===== src/rtl/kcpsmx_operand_stage_pkg.sv =====
// Shared constants, opcodes and the ID/EX register layout for the KCPSMX operand stage.
package kcpsmx3_inc;
    localparam int REGISTER_DEPTH = 4;
    localparam int REGISTER_WIDTH = 8;
    localparam int KX_OP_W        = 6;
    localparam int KX_STALL_W     = 16;

    typedef enum logic [KX_OP_W-1:0] {
        OP_LOAD  = 6'h00,
        OP_AND   = 6'h0A,
        OP_OR    = 6'h0C,
        OP_XOR   = 6'h0E,
        OP_ADD   = 6'h18,
        OP_ADDCY = 6'h1A,
        OP_SUB   = 6'h1C,
        OP_INPUT = 6'h04,
        OP_FETCH = 6'h06
    } opcode_e;

    typedef struct packed {
        logic                      valid;
        logic [KX_OP_W-1:0]        op;
        logic [REGISTER_DEPTH-1:0] sx_addr;
        logic [REGISTER_WIDTH-1:0] a;
        logic [REGISTER_WIDTH-1:0] b;
    } idex_t;
endpackage


===== src/rtl/kcpsmx_operand_stage_if.sv =====
// Decoded-instruction handshake between the decoder (master) and the operand stage (slave).
interface kcpsmx_operand_stage_if #(
    parameter int ADDR_W = 4,
    parameter int DATA_W = 8,
    parameter int OP_W   = 6
);
    logic              id_valid;
    logic              id_ready;
    logic [OP_W-1:0]   id_op;
    logic [ADDR_W-1:0] id_sx_addr;
    logic [ADDR_W-1:0] id_sy_addr;
    logic              id_use_sy;
    logic [DATA_W-1:0] id_kk;

    modport master (output id_valid, id_op, id_sx_addr, id_sy_addr, id_use_sy, id_kk,
                    input  id_ready);
    modport slave  (input  id_valid, id_op, id_sx_addr, id_sy_addr, id_use_sy, id_kk,
                    output id_ready);
endinterface


===== src/rtl/kcpsmx_operand_stage_fwd_mux.sv =====
// Operand source select for one register read: EX result > WB result > register file.
module kcpsmx_fwd_mux #(
    parameter int ADDR_W = 4,
    parameter int DATA_W = 8
) (
    input  logic [ADDR_W-1:0] i_addr,
    input  logic              i_ex_en,
    input  logic [ADDR_W-1:0] i_ex_addr,
    input  logic [DATA_W-1:0] i_ex_data,
    input  logic              i_ex_late,
    input  logic              i_wb_en,
    input  logic [ADDR_W-1:0] i_wb_addr,
    input  logic [DATA_W-1:0] i_wb_data,
    input  logic [DATA_W-1:0] i_rf_data,
    output logic [DATA_W-1:0] o_data
);
    logic w_ex_hit, w_wb_hit;

    // A late EX hit never selects here; the top stalls instead.
    assign w_ex_hit = i_ex_en & ~i_ex_late & (i_ex_addr == i_addr);
    assign w_wb_hit = i_wb_en & (i_wb_addr == i_addr);

    always_comb begin
        o_data = i_rf_data;
        if (w_ex_hit)      o_data = i_ex_data;
        else if (w_wb_hit) o_data = i_wb_data;
    end
endmodule


===== src/rtl/kcpsmx_operand_stage.sv =====
// ID->EX operand stage: register reads, EX/WB forwarding, load-use stall and the ID/EX register.
module kcpsmx_operand_stage
    import kcpsmx3_inc::*;
#(
    parameter int ADDR_W  = REGISTER_DEPTH,
    parameter int DATA_W  = REGISTER_WIDTH,
    parameter int OP_W    = KX_OP_W,
    parameter int STALL_W = KX_STALL_W
) (
    input  logic                clk,
    input  logic                reset,
    kcpsmx_operand_stage_if.slave id,
    input  logic                flush,
    output logic [ADDR_W-1:0]   rf_x_address,
    output logic [ADDR_W-1:0]   rf_y_address,
    input  logic [DATA_W-1:0]   rf_x_data,
    input  logic [DATA_W-1:0]   rf_y_data,
    input  logic                ex_wr_en,
    input  logic [ADDR_W-1:0]   ex_wr_addr,
    input  logic [DATA_W-1:0]   ex_wr_data,
    input  logic                ex_wr_late,
    input  logic                wb_wr_en,
    input  logic [ADDR_W-1:0]   wb_wr_addr,
    input  logic [DATA_W-1:0]   wb_wr_data,
    input  logic                ex_ready,
    output logic                idex_valid,
    output logic [OP_W-1:0]     idex_op,
    output logic [ADDR_W-1:0]   idex_sx_addr,
    output logic [DATA_W-1:0]   idex_a,
    output logic [DATA_W-1:0]   idex_b,
    output logic [STALL_W-1:0]  stall_count
);
    idex_t              r_idex;
    logic [STALL_W-1:0] r_stall;
    logic [DATA_W-1:0]  w_a, w_y, w_b;
    logic               w_hazard, w_ready, w_accept;

    assign rf_x_address = id.id_sx_addr;
    assign rf_y_address = id.id_sy_addr;

    kcpsmx_fwd_mux #(.ADDR_W(ADDR_W), .DATA_W(DATA_W)) u_fwd_x (
        .i_addr(id.id_sx_addr), .i_ex_en(ex_wr_en), .i_ex_addr(ex_wr_addr),
        .i_ex_data(ex_wr_data), .i_ex_late(ex_wr_late), .i_wb_en(wb_wr_en),
        .i_wb_addr(wb_wr_addr), .i_wb_data(wb_wr_data), .i_rf_data(rf_x_data),
        .o_data(w_a));

    kcpsmx_fwd_mux #(.ADDR_W(ADDR_W), .DATA_W(DATA_W)) u_fwd_y (
        .i_addr(id.id_sy_addr), .i_ex_en(ex_wr_en), .i_ex_addr(ex_wr_addr),
        .i_ex_data(ex_wr_data), .i_ex_late(ex_wr_late), .i_wb_en(wb_wr_en),
        .i_wb_addr(wb_wr_addr), .i_wb_data(wb_wr_data), .i_rf_data(rf_y_data),
        .o_data(w_y));

    // Immediate operands bypass forwarding and cannot create a hazard.
    assign w_b      = id.id_use_sy ? w_y : id.id_kk;
    assign w_hazard = id.id_valid & ex_wr_en & ex_wr_late &
                      ((ex_wr_addr == id.id_sx_addr) |
                       (id.id_use_sy & (ex_wr_addr == id.id_sy_addr)));
    assign w_ready  = ~w_hazard & (ex_ready | ~r_idex.valid);
    assign w_accept = id.id_valid & w_ready;
    assign id.id_ready = w_ready;

    always_ff @(posedge clk) begin
        if (reset) begin
            r_idex <= '0;
        end else if (flush) begin
            r_idex.valid <= 1'b0;
        end else if (w_accept) begin
            r_idex.valid   <= 1'b1;
            r_idex.op      <= id.id_op;
            r_idex.sx_addr <= id.id_sx_addr;
            r_idex.a       <= w_a;
            r_idex.b       <= w_b;
        end else if (ex_ready) begin
            r_idex.valid <= 1'b0;
        end
    end

    always_ff @(posedge clk) begin
        if (reset)
            r_stall <= '0;
        else if (id.id_valid & ~w_ready & ~flush & (r_stall != '1))
            r_stall <= r_stall + STALL_W'(1);
    end

    assign idex_valid   = r_idex.valid;
    assign idex_op      = r_idex.op;
    assign idex_sx_addr = r_idex.sx_addr;
    assign idex_a       = r_idex.a;
    assign idex_b       = r_idex.b;
    assign stall_count  = r_stall;
endmodule


===== src/flat_wrapper.sv =====
// flat-port wrapper written by rule: the top's interface ports become plain ports
module kcpsmx_operand_stage_flat import kcpsmx3_inc::*;
#(
    parameter int ADDR_W  = REGISTER_DEPTH,
    parameter int DATA_W  = REGISTER_WIDTH,
    parameter int OP_W    = KX_OP_W,
    parameter int STALL_W = KX_STALL_W
)
  (clk, reset, flush, rf_x_address, rf_y_address, rf_x_data, rf_y_data, ex_wr_en, ex_wr_addr, ex_wr_data, ex_wr_late, wb_wr_en, wb_wr_addr, wb_wr_data, ex_ready, idex_valid, idex_op, idex_sx_addr, idex_a, idex_b, stall_count, id_id_valid, id_id_op, id_id_sx_addr, id_id_sy_addr, id_id_use_sy, id_id_kk, id_id_ready);
  kcpsmx_operand_stage_if #(.ADDR_W(ADDR_W), .DATA_W(DATA_W), .OP_W(OP_W)) id_i ();
  input  logic clk;
  input  logic reset;
  input  logic flush;
  output logic [ADDR_W-1:0] rf_x_address;
  output logic [ADDR_W-1:0] rf_y_address;
  input  logic [DATA_W-1:0] rf_x_data;
  input  logic [DATA_W-1:0] rf_y_data;
  input  logic ex_wr_en;
  input  logic [ADDR_W-1:0] ex_wr_addr;
  input  logic [DATA_W-1:0] ex_wr_data;
  input  logic ex_wr_late;
  input  logic wb_wr_en;
  input  logic [ADDR_W-1:0] wb_wr_addr;
  input  logic [DATA_W-1:0] wb_wr_data;
  input  logic ex_ready;
  output logic idex_valid;
  output logic [OP_W-1:0] idex_op;
  output logic [ADDR_W-1:0] idex_sx_addr;
  output logic [DATA_W-1:0] idex_a;
  output logic [DATA_W-1:0] idex_b;
  output logic [STALL_W-1:0] stall_count;
  input wire logic [$bits(id_i.id_valid)-1:0] id_id_valid;
  input wire logic [$bits(id_i.id_op)-1:0] id_id_op;
  input wire logic [$bits(id_i.id_sx_addr)-1:0] id_id_sx_addr;
  input wire logic [$bits(id_i.id_sy_addr)-1:0] id_id_sy_addr;
  input wire logic [$bits(id_i.id_use_sy)-1:0] id_id_use_sy;
  input wire logic [$bits(id_i.id_kk)-1:0] id_id_kk;
  output wire logic [$bits(id_i.id_ready)-1:0] id_id_ready;
  assign id_i.id_valid = id_id_valid;
  assign id_i.id_op = id_id_op;
  assign id_i.id_sx_addr = id_id_sx_addr;
  assign id_i.id_sy_addr = id_id_sy_addr;
  assign id_i.id_use_sy = id_id_use_sy;
  assign id_i.id_kk = id_id_kk;
  assign id_id_ready = id_i.id_ready;
  kcpsmx_operand_stage #(.ADDR_W(ADDR_W), .DATA_W(DATA_W), .OP_W(OP_W), .STALL_W(STALL_W)) u_core (.clk(clk), .reset(reset), .id(id_i), .flush(flush), .rf_x_address(rf_x_address), .rf_y_address(rf_y_address), .rf_x_data(rf_x_data), .rf_y_data(rf_y_data), .ex_wr_en(ex_wr_en), .ex_wr_addr(ex_wr_addr), .ex_wr_data(ex_wr_data), .ex_wr_late(ex_wr_late), .wb_wr_en(wb_wr_en), .wb_wr_addr(wb_wr_addr), .wb_wr_data(wb_wr_data), .ex_ready(ex_ready), .idex_valid(idex_valid), .idex_op(idex_op), .idex_sx_addr(idex_sx_addr), .idex_a(idex_a), .idex_b(idex_b), .stall_count(stall_count));
endmodule

===== config.mk =====
export PLATFORM = sky130hd
export DESIGN_NAME = kcpsmx_operand_stage_flat
export DESIGN_NICKNAME = d
export VERILOG_FILES = /design/src/rtl/kcpsmx_operand_stage_pkg.sv /design/src/rtl/kcpsmx_operand_stage_if.sv /design/src/rtl/kcpsmx_operand_stage_fwd_mux.sv /design/src/rtl/kcpsmx_operand_stage.sv /design/src/flat_wrapper.sv
export SDC_FILE = /design/constraint.sdc
export NUM_CORES = 1
export LEC_CHECK = 0
export CORE_ASPECT_RATIO = 1.5
export CORE_UTILIZATION = 47
export CTS_BUF_LIST = sky130_fd_sc_hd__clkbuf_4
export DETAILED_ROUTE_END_ITERATION = 6
export PLACE_DENSITY = 0.95
export REMOVE_ABC_BUFFERS = 1
export SETUP_SLACK_MARGIN = 0.5
export SLEW_MARGIN = 20
export SYNTH_ARGS = -nofsm -noshare
export SYNTH_HDL_FRONTEND = slang
export SYNTH_SLANG_ARGS = --single-unit

===== constraint.sdc =====
create_clock -name clk -period 3.8 [get_ports clk]
set_input_delay 0.95 -clock clk [delete_from_list [all_inputs] [get_ports clk]]
set_output_delay 0.95 -clock clk [all_outputs]
set_load 0.05 [all_outputs]

# ---- Yosys cells after proc, flatten, opt, wreduce, memory -nomap -nowiden
# Cells that the tools add are included.
dict set report totals {
  input_bits 71
  ff_bits 43
}
dict set report op_classes {
  addsub 1
  n_mux 7
  eq_ne 5
  n_bitwise 21
  n_reduce_logical 3
}
# operator count
set ops {}
lappend ops {{$mux 8} 5}
lappend ops {{$add 16x1->16 const B} 1}
lappend ops {{$eq 4x4->1} 4}
lappend ops {{$ne 16x16->1 const B} 1}
lappend ops {{$and 1x1->1} 14}
lappend ops {{$not 1->1} 5}
lappend ops {{$mux 1} 2}
lappend ops {{$or 1x1->1} 2}
lappend ops {{$reduce_and 2->1} 1}
lappend ops {{$reduce_bool 2->1} 1}
lappend ops {{$reduce_or 2->1} 1}

# ---- Depth between registers and ports, before layout
dict set report depth {
  depth_word 10
  mapped_depth 8
  mapped_depth_nobuf 5
}

# ---- Hierarchy
# From an unflattened synthesis, not the netlist that was laid out.
dict set report hier_totals {
  cells_unflattened 355
  area_unflattened_um2 3042.9
}
# module area_per_inst_um2 seq_area_each_um2 cells_each n_inst
set by_module_without_submodules {}
lappend by_module_without_submodules {kcpsmx_operand_stage 2329.7 860.8 249 1}
lappend by_module_without_submodules {kcpsmx_fwd_mux 356.6 0.0 53 2}

# ---- Worst setup path before layout
# OpenSTA, ideal clock, no wires.
dict set report synth_timing {
  path_kind {input to output}
  startpoint {input id_id_valid}
  endpoint {output id_id_ready}
  cell_stages 5
  arrival_time_ps 2394
  n_path_buf 1
  required_time_ps 2850
  path_slack_ps 456
  path_cell_list {and3_1 and2_1 a22o_1 clkbuf_1 nor2_1}
}
dict set report synth_between {
  elab_chain_cells 5
}
# element line_no
set synth_lines {}
lappend synth_lines {{start: declaration} flat_wrapper.sv:32} ;# input wire logic [$bits(id_i.id_valid)-1:0] id_id_valid;
lappend synth_lines {{$and 1x1->1 (3 in series)} kcpsmx_operand_stage.sv:55} ;# assign w_hazard = id.id_valid & ex_wr_en & ex_wr_late &
lappend synth_lines {{$not 1->1} kcpsmx_operand_stage.sv:58} ;# assign w_ready = ~w_hazard & (ex_ready | ~r_idex.valid);
lappend synth_lines {{$and 1x1->1} kcpsmx_operand_stage.sv:58}
lappend synth_lines {{end: declaration} flat_wrapper.sv:38} ;# output wire logic [$bits(id_i.id_ready)-1:0] id_id_ready;
# No other way between the ends.

# ---- Worst setup path in the final report
# Ends and elaborated chain as after synthesis.

==> run summary <==
Fmax = 308 MHz
Fin nets = 524
GRT Util Overall = 0.286
Max-Cap Viols = 0
First DRT Iteration DRCs = 300
Rows = 34
Setup violators final = 0
Leakage = 1.57 nW
Area Growth Syn to Fin = 48.0%
Sequential share of power = 0.434
Worst vdd ir = 0.214 mV
Hold WC Path Type = flip-flop to flip-flop
Via density = 5.97
First-pass GRT wire length = 14500 um
Die X = 65.6 um
GRT overflow = 0
Critical Path AT = 2.30 ns
Final hold slack = 0.500 ns
Total negative slack = 0 ns
Sw frac = 0.319
P_int = 0.000748 W
Area contributors post-synth = dfxtp_1, nor2b_1, xor2_1, a211oi_1, nor2_1
Die Y = 97.4 um
Vias in the first global route = 3132
Crit path max fanout = 3
Port Buf Inserts = 122
Max stage delay on crit path = 0.44 ns
CTS buffer count = 5
Yosys top cell area share = 0.302
Endpoints failing hold = 0
Status = complete, no violations
Starting density of the core = 0.489
Clk pin slew, worst setup/hold paths = 0.13 ns
Power Dens Cells = 260 mW/mm2
Post-synth top flop = dfxtp_1
Crit-path leading delay family = buffers and inverters
Slowest cell on the critical path = clkdlybuf4s50_1
Worst Setup End Kind = primary output
FF/Latch Area = 861 um2
Worst Path Required = 2.85 ns
Max Buffers Root-to-Sink = 2
Slew Limit Fails = 0
Post-synth EDFFs = 0
Multi-input gate area = 0.00184 mm2
Post-Synthesis Cells = 343
Critical path buffers and inverters = 2
DP HPWL = 6740 um
Post-layout min period = 3.25 ns
Clock sinks = 43
Drt total wl = 8910 um
DIE AREA = 0.00638 mm2
Sw power = 0.000350 W
Sequential area share after synthesis = 0.302
Avg WL per Cell = 17.0 um
Crit Path Class = input pin to primary output
Number of fill cells = 439
Combinational power share = 0.304
Post-Syn Area per Cell = 8.31 um2
Synthesized area = 0.00285 mm2
Area leader, netlist = dfxtp_1
Largest net degree at the start of global routing = 68
Detail Route Antenna Nets = 0
DR vias = 3132
H-tree levels = 2
Fraction of the cycle the final worst path needs = 0.855
Worst-path cell chain = clkdlybuf4s50_1 > and3_4 > and2_4 > a22o_4 > nor2_2 > buf_6
Flop and latch count out of synthesis = 43
Clk_lat worst skew = 0.34 ns
Antenna violations before repair = 0
Slew margin rel. = 0.549
Ant. Diodes = 0
CTS tree = done
Worst Tran Pin Value = 0.677 ns
RSZ-0062 raised after global routing = false
Placer Congestion = 0.895
Warnings from Yosys = 0
Pre-Repair DR Iteration Count = 4
Clock power share = 0.261
# DRC = 0
IO Pins = 123
Share of cells above drive strength 1 = 0.119
Core Area = 0.00583 mm2
Clock skew = 0.00822 ns
Worst Setup Start Kind = input pin
Root Driver = clkbuf_4
Cell variety after synth = 47
Fraction of registers with async set or reset after synthesis = 0
==> Yosys cell counts, drive strengths merged (5+ instances only) <==
cell,n
o221ai,8
clkbuf,17
buf,17
a211oi,16
nor2,31
o21ai,19
inv,5
a21oi,24
nand2b,11
nand2,11
nor2b,22
nand3,15
xor2,14
and3,9
a21boi,8
a32o,8
and2,7
mux2,15
dfxtp,43
nand4,7
o41ai,8
nor3,5
a311oi,8
==> power by group through the flow <==
stage / registers [W] / clock network, W / logic, W
after floorplan: 0.000542 / 0 / 0.0000873
after global placement: 0.000486 / 0 / 0.000321
after detailed placement: 0.000486 / 0 / 0.000328
after CTS: 0.000476 / 0.000290 / 0.000330
after global routing: 0.000478 / 0.000315 / 0.000352
final: 0.000477 / 0.000287 / 0.000334
==> per-stage QoR <==
step                      cell area, um2  instances  utilization  total power, W  worst slack (ns)
after global routing                4220        525        0.723         0.00115             0.511
after CTS                           4180        524        0.717         0.00110             0.470
after detailed placement            4070        516        0.699        0.000814             0.366
final                               4220        525        0.723         0.00110             0.550
after floorplan                     2670        309            -        0.000629             0.241
after global placement              4070        516        0.699        0.000807             0.420
==> cell usage in the layout (no fill, tap or decap), types with 2 or more instances in the layout <==
master / Yosys / layout
clkbuf_4: 0 / 5
a2111oi_2: 2 / 2
dfxtp_1: 43 / 43
mux2_1: 3 / 3
inv_1: 5 / 5
xor2_2: 0 / 4
buf_4: 10 / 15
nor2_1: 31 / 30
mux2_2: 10 / 10
clkdlybuf4s50_1: 0 / 106
xor2_1: 14 / 10
and3_1: 9 / 8
o221ai_1: 8 / 8
xnor2_1: 2 / 2
o21ai_0: 18 / 18
nand4_1: 6 / 6
nor3_1: 4 / 4
a211oi_1: 16 / 16
a311oi_1: 8 / 8
nand2_1: 10 / 10
a32o_1: 8 / 8
and2_1: 6 / 5
mux2_4: 2 / 2
nand2b_1: 11 / 11
nand3_1: 15 / 15
o41ai_1: 8 / 8
a21boi_0: 8 / 8
a21oi_1: 23 / 23
dlygate4sd2_1: 0 / 8
nor2b_1: 22 / 22
dlymetal6s2s_1: 0 / 6
==> cells by family (layout without fill, tap and decap cells) <==
kind of cell | count (synthesis) | after routing | synth area share
and+or+nand+nor | 123 | 123 | 0.240
AOI/OAI and AO/OA | 105 | 105 | 0.270
DFF | 43 | 43 | 0.302
buffers and inverters | 39 | 149 | 0.0690
xor gates and xnor gates | 16 | 16 | 0.0492
muxes | 16 | 16 | 0.0654
adders and majority gates | 1 | 1 | 0.00439
==> flip-flops by register name, summed over array words and instances, names as in the netlist <==
register	flops
u_core.idex_b	8
u_core.idex_valid	1
u_core.stall_count	16
u_core.idex_a	8
u_core.idex_sx_addr	4
u_core.idex_op	6
==> worst min-delay path: cells and delay by family (launching register included) <==
kind	cells	cell delay, ns
flops	1	0.34
compound gates	2	0.13
==> repair_timing <==
| action | CTS | global route |
|---|---|---|
| hold buffers | 0 | 0 |
| pin swaps | 2 | 3 |
| buffers inserted | 0 | 1 |
| gates resized for setup | 16 | 8 |
| endpoints found under the setup margin | 3 | 2 |
| endpoints found under the hold margin | 0 | 0 |
==> layout make-up <==
class,instances,area share
Multi-Input combinational cell,261,0.437
Timing Repair Buffer,136,0.315
Sequential cell,43,0.204
Tap cell,72,0.0214
Clock inverter,3,0.00920
Clock buffer,5,0.00890
Inverter,5,0.00445
==> path summary, 6_finish.rpt <==
path	startpoint	end	slack [ns]	cells past startpoint
worst max-delay path	id_id_valid	id_id_ready	0.55	6
worst min-delay path	u_core.idex_op[0]	u_core.idex_op[0]	0.50	2
worst max register to register	u_core.stall_count[8]	u_core.stall_count[3]	1.58	5
worst min register to register	u_core.idex_op[0]	u_core.idex_op[0]	0.50	2
==> routing by layer <==
metal / up-vias / track usage / routed length, um / share of wire
met4: 0 / 0.154 / 491 / 0.055
met2: 157 / 0.508 / 4690 / 0.53
li1: 1475 / - / - / -
met1: 1457 / 0.309 / 3240 / 0.36
met3: 43 / 0.0481 / 496 / 0.056
met5: - / 0 / 0 / 0
Note: power is estimated with default switching activity, not from simulation.
